## src/rtl/gmac_csr_pkg.sv

```systemverilog
// Shared constants and FSM encoding for the GMAC CSR bus arbiter.
package gmac_csr_pkg;

    localparam int unsigned CSR_AW = 8;
    localparam int unsigned CSR_DW = 32;

    localparam logic [CSR_DW-1:0] TO_FILL_DEFAULT = 32'hDEADBEEF;

    typedef enum logic {
        StIdle = 1'b0,
        StBusy = 1'b1
    } csr_state_e;

endpackage

```

## src/rtl/gmac_csr_arbiter_rr_pick.sv

```systemverilog
// Combinational round-robin picker: first pending index after last_i, wrapping modulo NReq.
module gmac_csr_arbiter_rr_pick #(
    parameter int unsigned NReq = 3,
    parameter int unsigned IdxW = 2
) (
    input  logic [NReq-1:0] req_i,
    input  logic [IdxW-1:0] last_i,
    output logic            valid_o,
    output logic [NReq-1:0] onehot_o,
    output logic [IdxW-1:0] idx_o
);

    int unsigned k;

    always_comb begin
        valid_o  = 1'b0;
        onehot_o = '0;
        idx_o    = '0;
        k        = 0;
        for (int unsigned i = 1; i <= NReq; i++) begin
            k = (32'(last_i) + i) % NReq;
            if (!valid_o && req_i[k]) begin
                valid_o     = 1'b1;
                onehot_o[k] = 1'b1;
                idx_o       = IdxW'(k);
            end
        end
    end

endmodule

```

## src/rtl/gmac_csr_arbiter.sv

```systemverilog
// Round-robin arbiter sharing one GMAC CSR bus between N_REQ requesters, with a per-transfer
// watchdog that forces completion when the slave holds waitrequest too long.
module gmac_csr_arbiter
    import gmac_csr_pkg::*;
#(
    parameter int unsigned        N_REQ       = 3,
    parameter int unsigned        TIMEOUT_CYC = 1024,
    parameter logic [CSR_DW-1:0]  TO_FILL     = TO_FILL_DEFAULT
) (
    input  logic                     clk,
    input  logic                     rst_n,
    input  logic [N_REQ*CSR_AW-1:0]  i_req_addr,
    input  logic [N_REQ*CSR_DW-1:0]  i_req_wr_data,
    input  logic [N_REQ-1:0]         i_req_wr,
    input  logic [N_REQ-1:0]         i_req_rd,
    output logic [CSR_DW-1:0]        o_req_rd_data,
    output logic [N_REQ-1:0]         o_req_wtrq,
    output logic [CSR_AW-1:0]        o_addr,
    output logic [CSR_DW-1:0]        o_wr_data,
    output logic                     o_wr,
    output logic                     o_rd,
    input  logic [CSR_DW-1:0]        i_rd_data,
    input  logic                     i_wtrq,
    output logic [N_REQ-1:0]         o_grant,
    output logic                     o_timeout,
    input  logic                     i_timeout_clr
);

    localparam int unsigned IdxW = (N_REQ > 1) ? $clog2(N_REQ) : 1;
    localparam int unsigned CntW = (TIMEOUT_CYC > 0) ? $clog2(TIMEOUT_CYC + 1) : 1;
    localparam logic [CntW-1:0] CntExpire = (TIMEOUT_CYC == 0) ? '0 : CntW'(TIMEOUT_CYC - 1);

    csr_state_e       state_q, state_d;
    logic [N_REQ-1:0] grant_q, grant_d;
    logic [IdxW-1:0]  last_q, last_d;
    logic [CntW-1:0]  cnt_q, cnt_d;
    logic             timeout_q, timeout_d;

    logic             pick_valid;
    logic [N_REQ-1:0] pick_onehot;
    logic [IdxW-1:0]  pick_idx;

    logic             g_wr, g_rd, expire;

    gmac_csr_arbiter_rr_pick #(
        .NReq (N_REQ),
        .IdxW (IdxW)
    ) u_rr_pick (
        .req_i    (i_req_rd | i_req_wr),
        .last_i   (last_q),
        .valid_o  (pick_valid),
        .onehot_o (pick_onehot),
        .idx_o    (pick_idx)
    );

    // last_q doubles as the granted index while BUSY.
    assign g_wr   = i_req_wr[last_q];
    assign g_rd   = i_req_rd[last_q];
    assign expire = (TIMEOUT_CYC != 0) && i_wtrq && (cnt_q == CntExpire);

    always_comb begin
        state_d       = state_q;
        grant_d       = grant_q;
        last_d        = last_q;
        cnt_d         = cnt_q;
        timeout_d     = timeout_q;
        o_addr        = '0;
        o_wr_data     = '0;
        o_wr          = 1'b0;
        o_rd          = 1'b0;
        o_req_wtrq    = '1;
        o_req_rd_data = '0;

        if (i_timeout_clr) begin
            timeout_d = 1'b0;
        end

        unique case (state_q)
            StIdle: begin
                if (pick_valid) begin
                    grant_d = pick_onehot;
                    last_d  = pick_idx;
                    cnt_d   = '0;
                    state_d = StBusy;
                end
            end
            StBusy: begin
                if (!(g_wr || g_rd)) begin
                    grant_d = '0;
                    state_d = StIdle;
                end else if (expire) begin
                    o_req_wtrq[last_q] = 1'b0;
                    o_req_rd_data      = TO_FILL;
                    timeout_d          = 1'b1;
                    grant_d            = '0;
                    state_d            = StIdle;
                end else begin
                    o_addr    = i_req_addr[last_q*CSR_AW +: CSR_AW];
                    o_wr_data = i_req_wr_data[last_q*CSR_DW +: CSR_DW];
                    o_wr      = g_wr;
                    o_rd      = !g_wr && g_rd;
                    if (!i_wtrq) begin
                        o_req_wtrq[last_q] = 1'b0;
                        o_req_rd_data      = i_rd_data;
                        grant_d            = '0;
                        state_d            = StIdle;
                    end else if (cnt_q != '1) begin
                        cnt_d = cnt_q + CntW'(1);
                    end
                end
            end
            default: begin
                state_d = StIdle;
                grant_d = '0;
            end
        endcase
    end

    assign o_grant   = grant_q;
    assign o_timeout = timeout_q;

    always_ff @(posedge clk or negedge rst_n) begin
        if (!rst_n) begin
            state_q   <= StIdle;
            grant_q   <= '0;
            last_q    <= IdxW'(N_REQ - 1);
            cnt_q     <= '0;
            timeout_q <= 1'b0;
        end else begin
            state_q   <= state_d;
            grant_q   <= grant_d;
            last_q    <= last_d;
            cnt_q     <= cnt_d;
            timeout_q <= timeout_d;
        end
    end

endmodule

```

## config.mk

```make
export PLATFORM = sky130hd
export DESIGN_NAME = gmac_csr_arbiter
export DESIGN_NICKNAME = d
export VERILOG_FILES = /design/src/rtl/gmac_csr_pkg.sv /design/src/rtl/gmac_csr_arbiter_rr_pick.sv /design/src/rtl/gmac_csr_arbiter.sv
export SDC_FILE = /design/constraint.sdc
export NUM_CORES = 1
export LEC_CHECK = 0
export ABC_AREA = 1
export CAP_MARGIN = 10
export CORE_MARGIN = 3
export CORE_UTILIZATION = 34
export CTS_CLUSTER_SIZE = 30
export DETAILED_ROUTE_END_ITERATION = 8
export GPL_ROUTABILITY_DRIVEN = 0
export GPL_TIMING_DRIVEN = 0
export PLACE_DENSITY = 0.94
export SKIP_LAST_GASP = 1
export SLEW_MARGIN = 30
export SYNTH_ARGS = -nofsm -noshare
export SYNTH_HDL_FRONTEND = slang
export SYNTH_SLANG_ARGS = --single-unit
```

## constraint.sdc

```tcl
create_clock -name clk -period 5.6 [get_ports clk]
set_input_delay 1.68 -clock clk [delete_from_list [all_inputs] [get_ports clk]]
set_output_delay 1.68 -clock clk [all_outputs]
set_load 0.02 [all_outputs]
```

==> results.py, run 1 <==
metrics = {
    "run_status": {
        "status": "complete, no violations",
    },
    "floorplan": {
        "die_h_um": 93.5,
        "io_pins": 243,
        "die_w_um": 93.5,
        "fp-row-count": 31,
        "start_util_pct": 35.5,
        "die_area_um2": 8740,
        "core_um2": 7330,
    },
    "worst_setup_path": {
        "rrSetupSlack_ns": 2.73,
        "cp-start-kind": "input port",
        "end_kind": "output port",
        "r2r_end": "cnt_q[2]$_DFFE_PN0P_",
        "cp_num_cells": 11,
        "reg2regPathDepth": 14,
        "cp-endpoint": "o_req_rd_data[3]",
        "crit_arrival_ns": 3.78,
        "timing.rr.start": "last_q[0]$_DFFE_PN0P_",
        "path_buf_inv": 4,
        "path_class": "input port to output port",
        "cpMostUsedCell": "nand2_1",
        "crit_slowest_cell": "clkdlybuf4s50_1",
        "critPathRequiredTime_ns": 3.92,
        "max_stage_delay_ns": 0.61,
        "critPathTopFamily": "buffers and inverters",
        "crit_fanout": 10,
        "critPathLaunch": "i_req_rd[1]",
        "crit_chain": "clkdlybuf4s50_1 > inv_1 > nand2_1 > nand3_1 > nand2_1 > nand2_1 > nand2_4 > nand2_2 > buf_2 > nor2_1 > clkdlybuf4s50_1",
    },
    "finish": {
        "drive_above_1_share_pct": 5.34,
        "utilization_pct": 70.4,
        "layout_common_cells": "clkdlybuf4s50_1, nor2_1, nand2_1, o21ai_0, a21oi_1",
        "final_cell_area_um2": 5160,
        "instances_no_fill": 848,
        "fin_nets": 918,
        "antennaDiodeCount": 0,
        "final_common_cell": "clkdlybuf4s50_1",
        "area_growth_pct": 98.3,
    },
    "clock_network": {
        "numCtsBuffers": 3,
        "cts_hold_buffers": 0,
        "cts_sinks": 18,
        "cts_tree": "yes",
        "clock_path_buffers": 2,
        "insertion_delay_ns": 0.26,
        "root_buffer": "clkbuf_8",
        "h-tree-depth": 1,
        "clk_pin_slew_ns": 0.07,
    },
    "yosys": {
        "ys_warn_count": 0,
        "ys_types": 30,
        "synth_fp_nets": 671,
        "seq_area_frac_synth_pct": 17.4,
        "syn_area_per_cell_um2": 5.17,
        "synth_seq_cells": 18,
        "synth_area_um2": 2600,
        "synthCells": 503,
    },
    "place": {
        "placement.setup.worst_slack_ns": -0.149,
        "place_hpwl_um": 10700,
        "dpl.cell_count": 843,
        "port_buffers": 241,
        "placed_area_um2": 5140,
    },
    "hold_path": {
        "hp-start": "o_grant[1]$_DFFE_PN0P_",
        "hp-class": "flop to flop",
    },
    "power_and_ir_drop": {
        "p_sw_mw": 1.25,
        "p_leak_nw": 2.61,
        "power-per-cell-area_nw_per_um2": 421,
        "irDropWorstVdd_uv": 245,
        "p_clk_share_pct": 5.0,
        "sw_frac_of_total_pct": 57.5,
        "pwr-share-comb_pct": 86.5,
        "p_int_uw": 922,
        "seqPwrFrac_pct": 8.4,
    },
    "drt": {
        "viasPerCell": 4.96,
        "wire_per_inst_um": 15.1,
        "ant_nets": 0,
        "vias": 4205,
        "drtPass1Iterations": 5,
        "detail_route.iter0.violations": 181,
        "drt-total-wl_um": 12800,
        "drc": 0,
    },
    "sta": {
        "slew_headroom_pct": 44.8,
        "worstMarginPinSlew_ns": 0.825,
        "setup_viol": 0,
        "slew_viol_final": 0,
        "max_freq_ghz": 0.183,
        "fin_crit_sh_pct": 97.5,
        "finClkSkew_ns": 0.00134,
        "whs_ns": 0.495,
        "setup_ws_ns": 0.142,
        "finalHoldViolations": 0,
        "period_minus_slack_ns": 5.46,
    },
    "global_route": {
        "met2_usage_pct": 51.2,
        "grt_max_degree": 19,
        "grt_pass1_wl_um": 20000,
        "antenna_found_initial": 0,
        "grt_pass1_vias": 4194,
        "grt_busiest_layer": "met2",
        "met1_usage_pct": 31.5,
        "met3_usage_pct": 8.05,
        "overflow": 0,
        "grt_util_all_layers_pct": 28.0,
    },
    "run": {
        "drv_cap": 0,
    },
}
[area by class of cell]
type	instances	area [um2]
repair buffers	242	2370
fillers	611	2170
multi-input cells	432	1930
flip-flops and latches	18	452
plain buffers	29	134
well taps	99	124
inverters	24	90.1
clock buffers	4	55.1
[synth_stat cells]
cell type | count | share of area (%)
nand3_2 | 1 | 0.38
xor2_1 | 5 | 1.7
a21oi_1 | 39 | 7.5
buf_4 | 2 | 0.58
a31oi_1 | 1 | 0.24
ha_1 | 6 | 2.9
nor2_1 | 159 | 23
nand2_2 | 4 | 0.96
a2bb2oi_1 | 3 | 1.0
clkbuf_1 | 19 | 2.7
nand3b_1 | 1 | 0.29
dfstp_2 | 1 | 1.0
nand2_1 | 127 | 18
nor2_2 | 1 | 0.24
o211ai_1 | 1 | 0.29
buf_2 | 6 | 1.2
inv_1 | 20 | 2.9
dfrtp_1 | 17 | 16
nor3b_1 | 1 | 0.29
nand4_1 | 1 | 0.24
or2_0 | 1 | 0.24
buf_1 | 1 | 0.14
nand3_1 | 31 | 6.0
inv_2 | 4 | 0.58
nand2_4 | 1 | 0.43
xnor2_1 | 2 | 0.67
buf_6 | 1 | 0.43
o21ai_0 | 42 | 8.1
nor2_4 | 2 | 0.87
nor3_1 | 3 | 0.58
[state kept, by name (all words and copies together), names as in the netlist]
name and flops:
o_grant 3, state_q 1, last_q 2, o_timeout 1, cnt_q 11
[cell families (layout without fill, tap and decap cells)]
family / after synthesis / after routing / synth area share (%)
simple gates: 333 / 333 / 51.8
buf+inv: 53 / 299 / 8.51
compound gates: 86 / 86 / 17.1
flops: 18 / 18 / 17.4
xor+xnor: 7 / 7 / 2.36
fa+ha+maj: 6 / 6 / 2.89
[what timing repair did]
action                     CTS  global route
setup endpoints to repair   40            31
gates resized for setup     39            43
buffers inserted             1             0
pin swaps                    0             1
[tightest hold or removal path, cell delays in order (launching register included)]
cell,delay (ns)
dfrtp_1,0.35
nand2_1,0.05
nand2_1,0.06
[routing by layer]
layer | up-vias | wire (um)
met1 | 1870 | 4750
met5 | - | 0
li1 | 2092 | -
met4 | 0 | 332
met2 | 215 | 6430
met3 | 28 | 1320
[how the worst min path moves through the flow]
stage	endpoint	slack (ns)	cells after the start
after floorplan	cnt_q[1]$_DFFE_PN0P_	0.50	2
after detailed placement	o_grant[1]$_DFFE_PN0P_	0.48	2
after global routing	o_grant[2]$_DFFE_PN0P_	0.55	2
after CTS	o_grant[2]$_DFFE_PN0P_	0.50	2
after global placement	o_grant[2]$_DFFE_PN0P_	0.46	2
final	o_grant[1]$_DFFE_PN0P_	0.49	2
[through the flow]
step                power, mW   TNS (ns)
floorplan                1.32          0
global placement         2.15      -3.36
detailed placement       2.18      -3.07
CTS                      2.20    -0.0479
global route             2.36  -0.000254
finish                   2.17          0
[power groups by stage]
stage	sequential [mW]	clock [mW]	combinational [mW]
2_1_floorplan	0.187	0	1.13
3_3_place_gp	0.184	0	1.96
3_5_place_dp	0.185	0	2.00
4_1_cts	0.183	0.112	1.90
5_1_grt	0.188	0.118	2.05
6_report	0.183	0.109	1.88
(Power assumes the default switching activity.)
==> run 2, diff against run 1 <==
- MAX_ROUTING_LAYER: not set -> met4
==> results.py, run 2 (synthesized netlist as in run 1, its figures left out) <==
metrics = {
    "sta": {
        "worstMarginPinSlew_ns": 0.824,
        "max_freq_ghz": 0.184,
        "setup_viol": 0,
        "slew_headroom_pct": 44.9,
        "setup-tns-final_ns": 0,
        "period_minus_slack_ns": 5.45,
        "finClkSkew_ns": 0.00204,
        "setup_ws_ns": 0.155,
        "fin_crit_sh_pct": 97.2,
        "slew_viol_final": 0,
        "finalHoldViolations": 0,
        "whs_ns": 0.494,
    },
    "worst_setup_path": {
        "crit_arrival_ns": 3.77,
        "critPathRequiredTime_ns": 3.92,
        "end_kind": "output port",
        "r2r_end": "cnt_q[2]$_DFFE_PN0P_",
        "cp-start-kind": "input port",
        "reg2regPathDepth": 14,
        "path_class": "input port to output port",
        "rrSetupSlack_ns": 2.75,
        "timing.rr.start": "last_q[0]$_DFFE_PN0P_",
        "crit_fanout": 10,
    },
    "hold_path": {
        "hp-class": "flop to flop",
        "whs_endpoint": "o_grant[1]$_DFFE_PN0P_",
        "min_path_cells": 2,
        "hp-start": "o_grant[1]$_DFFE_PN0P_",
    },
    "floorplan": {
        "start_util_pct": 35.5,
        "core_um2": 7330,
        "die_h_um": 93.5,
        "die_area_um2": 8740,
        "die_w_um": 93.5,
        "io_pins": 243,
        "fp-row-count": 31,
    },
    "finish": {
        "fin_nets": 918,
        "instances_no_fill": 848,
        "nFillCells": 611,
        "regMostFlops": "cnt_q",
        "antennaDiodeCount": 0,
        "area_growth_pct": 98.3,
        "final_common_cell": "clkdlybuf4s50_1",
        "largest_reg_flops": 11,
        "layout_common_cells": "clkdlybuf4s50_1, nor2_1, nand2_1, o21ai_0, a21oi_1",
        "drive_above_1_share_pct": 5.34,
        "final_cell_area_um2": 5160,
        "utilization_pct": 70.4,
    },
    "clock_network": {
        "clk_pin_slew_ns": 0.07,
        "numCtsBuffers": 3,
        "cts_tree": "yes",
        "clock_path_buffers": 2,
        "cts_hold_buffers": 0,
        "h-tree-depth": 1,
        "root_buffer": "clkbuf_8",
        "insertion_delay_ns": 0.26,
        "cts_sinks": 18,
    },
    "global_route": {
        "overflow": 0,
        "grt_max_degree": 19,
        "grt_util_all_layers_pct": 28.8,
        "antenna_found_initial": 0,
        "grt_pass1_vias": 4193,
        "grt_pass1_wl_um": 20000,
    },
    "drt": {
        "vias": 4222,
        "ant_nets": 0,
        "drt-total-wl_um": 12900,
        "viasPerCell": 4.98,
        "drtPass1Iterations": 5,
        "detail_route.iter0.violations": 174,
        "wire_per_inst_um": 15.2,
        "drc": 0,
    },
    "place": {
        "port_buffers": 241,
        "placed_area_um2": 5140,
        "placement.setup.worst_slack_ns": -0.149,
        "place_hpwl_um": 10700,
        "dpl.cell_count": 843,
    },
    "power_and_ir_drop": {
        "p_total_mw": 2.17,
        "p_leak_nw": 2.61,
        "irDropWorstVdd_uv": 245,
        "power-per-cell-area_nw_per_um2": 421,
    },
    "run_status": {
        "status": "complete, no violations",
    },
    "run": {
        "drv_cap": 0,
    },
}
run 2: cell counts in the layout (fill, tap and decap cells not counted):
Identical to the previous run, type by type.
run 2: final cells by class:
class                   instances  area, um2  area share (%)
plain buffers                  29        134            2.60
clock buffers                   4       55.1            1.07
inverters                      24       90.1            1.75
multi-input cells             432       1930            37.4
flip-flops and latches         18        452            8.76
well taps                      99        124            2.40
repair buffers                242       2370            46.0
run 2: critical path: stages:
cell and delay [ns]:
clkdlybuf4s50_1 0.51, inv_1 0.05, nand2_1 0.05, nand3_1 0.07, nand2_1 0.13, nand2_1 0.12
nand2_4 0.14, nand2_2 0.11, buf_2 0.20, nor2_1 0.10, clkdlybuf4s50_1 0.61
run 2: layer usage:
layer	GRT usage (%)	vias to the layer above	routed length [um]
met3	6.11	23	1150
met2	51.4	204	6440
met4	7.57	0	292
li1	-	2094	-
met5	-	-	0
met1	32.4	1901	4990
run 2: what timing repair did:
item,in CTS,in global routing
gates resized for setup,39,43
pin swaps,0,1
setup endpoints to repair,40,31
cloned,0,0
setup buffers,1,0
run 2: where the power goes:
| part | internal [mW] | leakage, nW | switching (mW) |
|---|---|---|---|
| combinational | 0.701 | 2.34 | 1.18 |
| clock | 0.0627 | 0.0288 | 0.0464 |
| sequential | 0.158 | 0.240 | 0.0251 |
| total | 0.922 | 2.61 | 1.25 |
run 2: worst max path at each step:
stage                      from                end  slack, ns  cells after the start
finish              i_req_rd[1]  o_req_rd_data[15]       0.15                     11
global route        i_req_wr[0]   o_req_rd_data[3]    -0.0003                     11
CTS                 i_req_rd[1]      o_wr_data[27]      -0.05                     11
detailed placement  i_req_rd[1]      o_wr_data[15]      -0.15                     11
global placement    i_req_rd[1]      o_wr_data[15]      -0.18                     11
floorplan           i_req_wr[0]      o_wr_data[23]       1.21                      9
==> run 3, diff against run 2 <==
- PLACE_DENSITY: 0.94 -> 0.89
- clock period: 5.6 -> 6.3 ns (I/O delays scaled with it)
==> results.py, run 3 (synthesized netlist as in run 1, its figures left out) <==
metrics = {
    "floorplan": {
        "fp-row-count": 31,
        "die_w_um": 93.5,
        "core_um2": 7330,
        "io_pins": 243,
        "die_area_um2": 8740,
        "start_util_pct": 35.5,
        "die_h_um": 93.5,
    },
    "place": {
        "placed_area_um2": 5140,
        "place_hpwl_um": 10700,
        "placement.setup.worst_slack_ns": 0.118,
        "port_buffers": 241,
    },
    "worst_setup_path": {
        "reg2regPathDepth": 14,
        "cp-endpoint": "o_wr_data[22]",
        "crit_slowest_cell": "clkdlybuf4s50_1",
        "critPathTopFamily": "buffers and inverters",
        "cp-start-kind": "input port",
        "cp_num_cells": 11,
        "max_stage_delay_ns": 0.66,
        "timing.rr.start": "last_q[0]$_DFFE_PN0P_",
        "crit_arrival_ns": 4.29,
        "path_buf_inv": 4,
        "rrSetupSlack_ns": 3.46,
        "critPathLaunch": "i_req_wr[0]",
        "critPathRequiredTime_ns": 4.41,
        "crit_chain": "clkdlybuf4s50_1 > nor2_1 > nor2_1 > nand2_1 > nand2_1 > nor2_1 > inv_2 > o211ai_1 > buf_2 > a21oi_1 > clkdlybuf4s50_1",
        "path_class": "input port to output port",
        "r2r_end": "cnt_q[10]$_DFFE_PN0P_",
        "cpMostUsedCell": "nor2_1",
        "end_kind": "output port",
        "crit_fanout": 10,
    },
    "drt": {
        "dr_wl_met3_um": 1170,
        "ant_nets": 0,
        "drt-total-wl_um": 13100,
        "detail_route.iter0.violations": 151,
        "vias": 4241,
        "wire_per_inst_um": 15.4,
        "drc": 0,
        "dr_wl_met2_um": 6440,
        "drtPass1Iterations": 5,
        "viasPerCell": 5.00,
        "wl_met1_um": 5100,
        "top_layer": "met4",
    },
    "power_and_ir_drop": {
        "irDropWorstVdd_uv": 260,
        "p_leak_nw": 2.26,
        "power-per-cell-area_nw_per_um2": 394,
        "p_clk_share_pct": 4.9,
        "p_total_mw": 2.05,
        "p_int_uw": 928,
        "seqPwrFrac_pct": 8.0,
        "p_sw_mw": 1.12,
        "pwr-share-comb_pct": 87.1,
        "sw_frac_of_total_pct": 54.8,
    },
    "sta": {
        "setup-tns-final_ns": 0,
        "rsz0062_at_grt": "no",
        "period_minus_slack_ns": 6.18,
        "finClkSkew_ns": 0.00349,
        "worstMarginPinSlew_ns": 0.821,
        "fin_crit_sh_pct": 98.0,
        "setup_ws_ns": 0.123,
        "setup_viol": 0,
        "finalHoldViolations": 0,
        "slew_headroom_pct": 45.1,
        "max_freq_ghz": 0.162,
        "slew_viol_final": 0,
    },
    "clock_network": {
        "clk_pin_slew_ns": 0.07,
        "cts_sinks": 18,
        "root_buffer": "clkbuf_8",
        "insertion_delay_ns": 0.26,
        "numCtsBuffers": 3,
        "clock_path_buffers": 2,
        "cts_tree": "yes",
        "h-tree-depth": 1,
    },
    "finish": {
        "layout_common_cells": "clkdlybuf4s50_1, nor2_1, nand2_1, o21ai_0, a21oi_1",
        "area_growth_pct": 100,
        "utilization_pct": 71.0,
        "largest_reg_flops": 11,
        "regMostFlops": "cnt_q",
        "fin_nets": 917,
        "drive_above_1_share_pct": 3.61,
        "final_cell_area_um2": 5200,
        "final_common_cell": "clkdlybuf4s50_1",
    },
    "global_route": {
        "grt_pass1_vias": 4087,
        "grt_util_all_layers_pct": 28.4,
        "antenna_found_initial": 1,
        "grt_pass1_wl_um": 19500,
        "overflow": 0,
        "grt_max_degree": 19,
    },
    "run": {
        "drv_cap": 0,
    },
    "hold_path": {
        "hp-class": "flop to flop",
    },
    "run_status": {
        "status": "complete, no violations",
    },
}
-- run 3: repair_timing --
item                       in CTS  in global routing
hold buffers                    0                  0
buffers inserted                0                  0
resized for setup               0                  3
setup endpoints to repair       0                  3
-- run 3: per-stage QoR --
step / hold WS (ns) / cells
3_5_place_dp: 0.478 / 843
6_report: 0.498 / 848
5_1_grt: 0.520 / 848
4_1_cts: 0.501 / 847
3_3_place_gp: 0.474 / 843
2_1_floorplan: 0.497 / 503
-- run 3: layout make-up --
cell class,instances,area (um2)
Inverter,24,90.1
Antenna cell,1,2.50
Fill cell,620,2130
Timing Repair Buffer,241,2420
Buffer,29,131
Clock buffer,4,55.1
Multi-Input combinational cell,432,1930
Sequential cell,18,452
Tap cell,99,124
-- run 3: how the worst min path moves through the flow --
stage,start,end,slack (ns),depth (start not counted)
3_5_place_dp,o_grant[2]$_DFFE_PN0P_,o_grant[2]$_DFFE_PN0P_,0.48,2
3_3_place_gp,o_grant[2]$_DFFE_PN0P_,o_grant[2]$_DFFE_PN0P_,0.47,2
2_1_floorplan,cnt_q[1]$_DFFE_PN0P_,cnt_q[1]$_DFFE_PN0P_,0.50,2
6_report,o_grant[0]$_DFFE_PN0P_,o_grant[0]$_DFFE_PN0P_,0.50,2
4_1_cts,o_grant[2]$_DFFE_PN0P_,o_grant[2]$_DFFE_PN0P_,0.50,2
5_1_grt,o_grant[0]$_DFFE_PN0P_,o_grant[0]$_DFFE_PN0P_,0.52,2
-- run 3: routing by layer --
layer / vias up / global-route usage, %
met5: - / -
met4: 0 / 10.0
met3: 27 / 6.44
met2: 214 / 49.9
met1: 1915 / 31.4
li1: 2085 / -
-- run 3: worst min-delay path, cell delays in order (launching register included) --
cell     delay (ns)
dfrtp_1        0.36
nand2_1        0.06
nand2_1        0.05
-- run 3: power by group through the flow --
stage / combinational, mW / clock, mW / sequential, mW
3_5_place_dp: 1.78 / 0 / 0.165
3_3_place_gp: 1.75 / 0 / 0.164
2_1_floorplan: 1.00 / 0 / 0.166
5_1_grt: 1.94 / 0.104 / 0.168
6_report: 1.79 / 0.100 / 0.164
4_1_cts: 1.79 / 0.0981 / 0.163
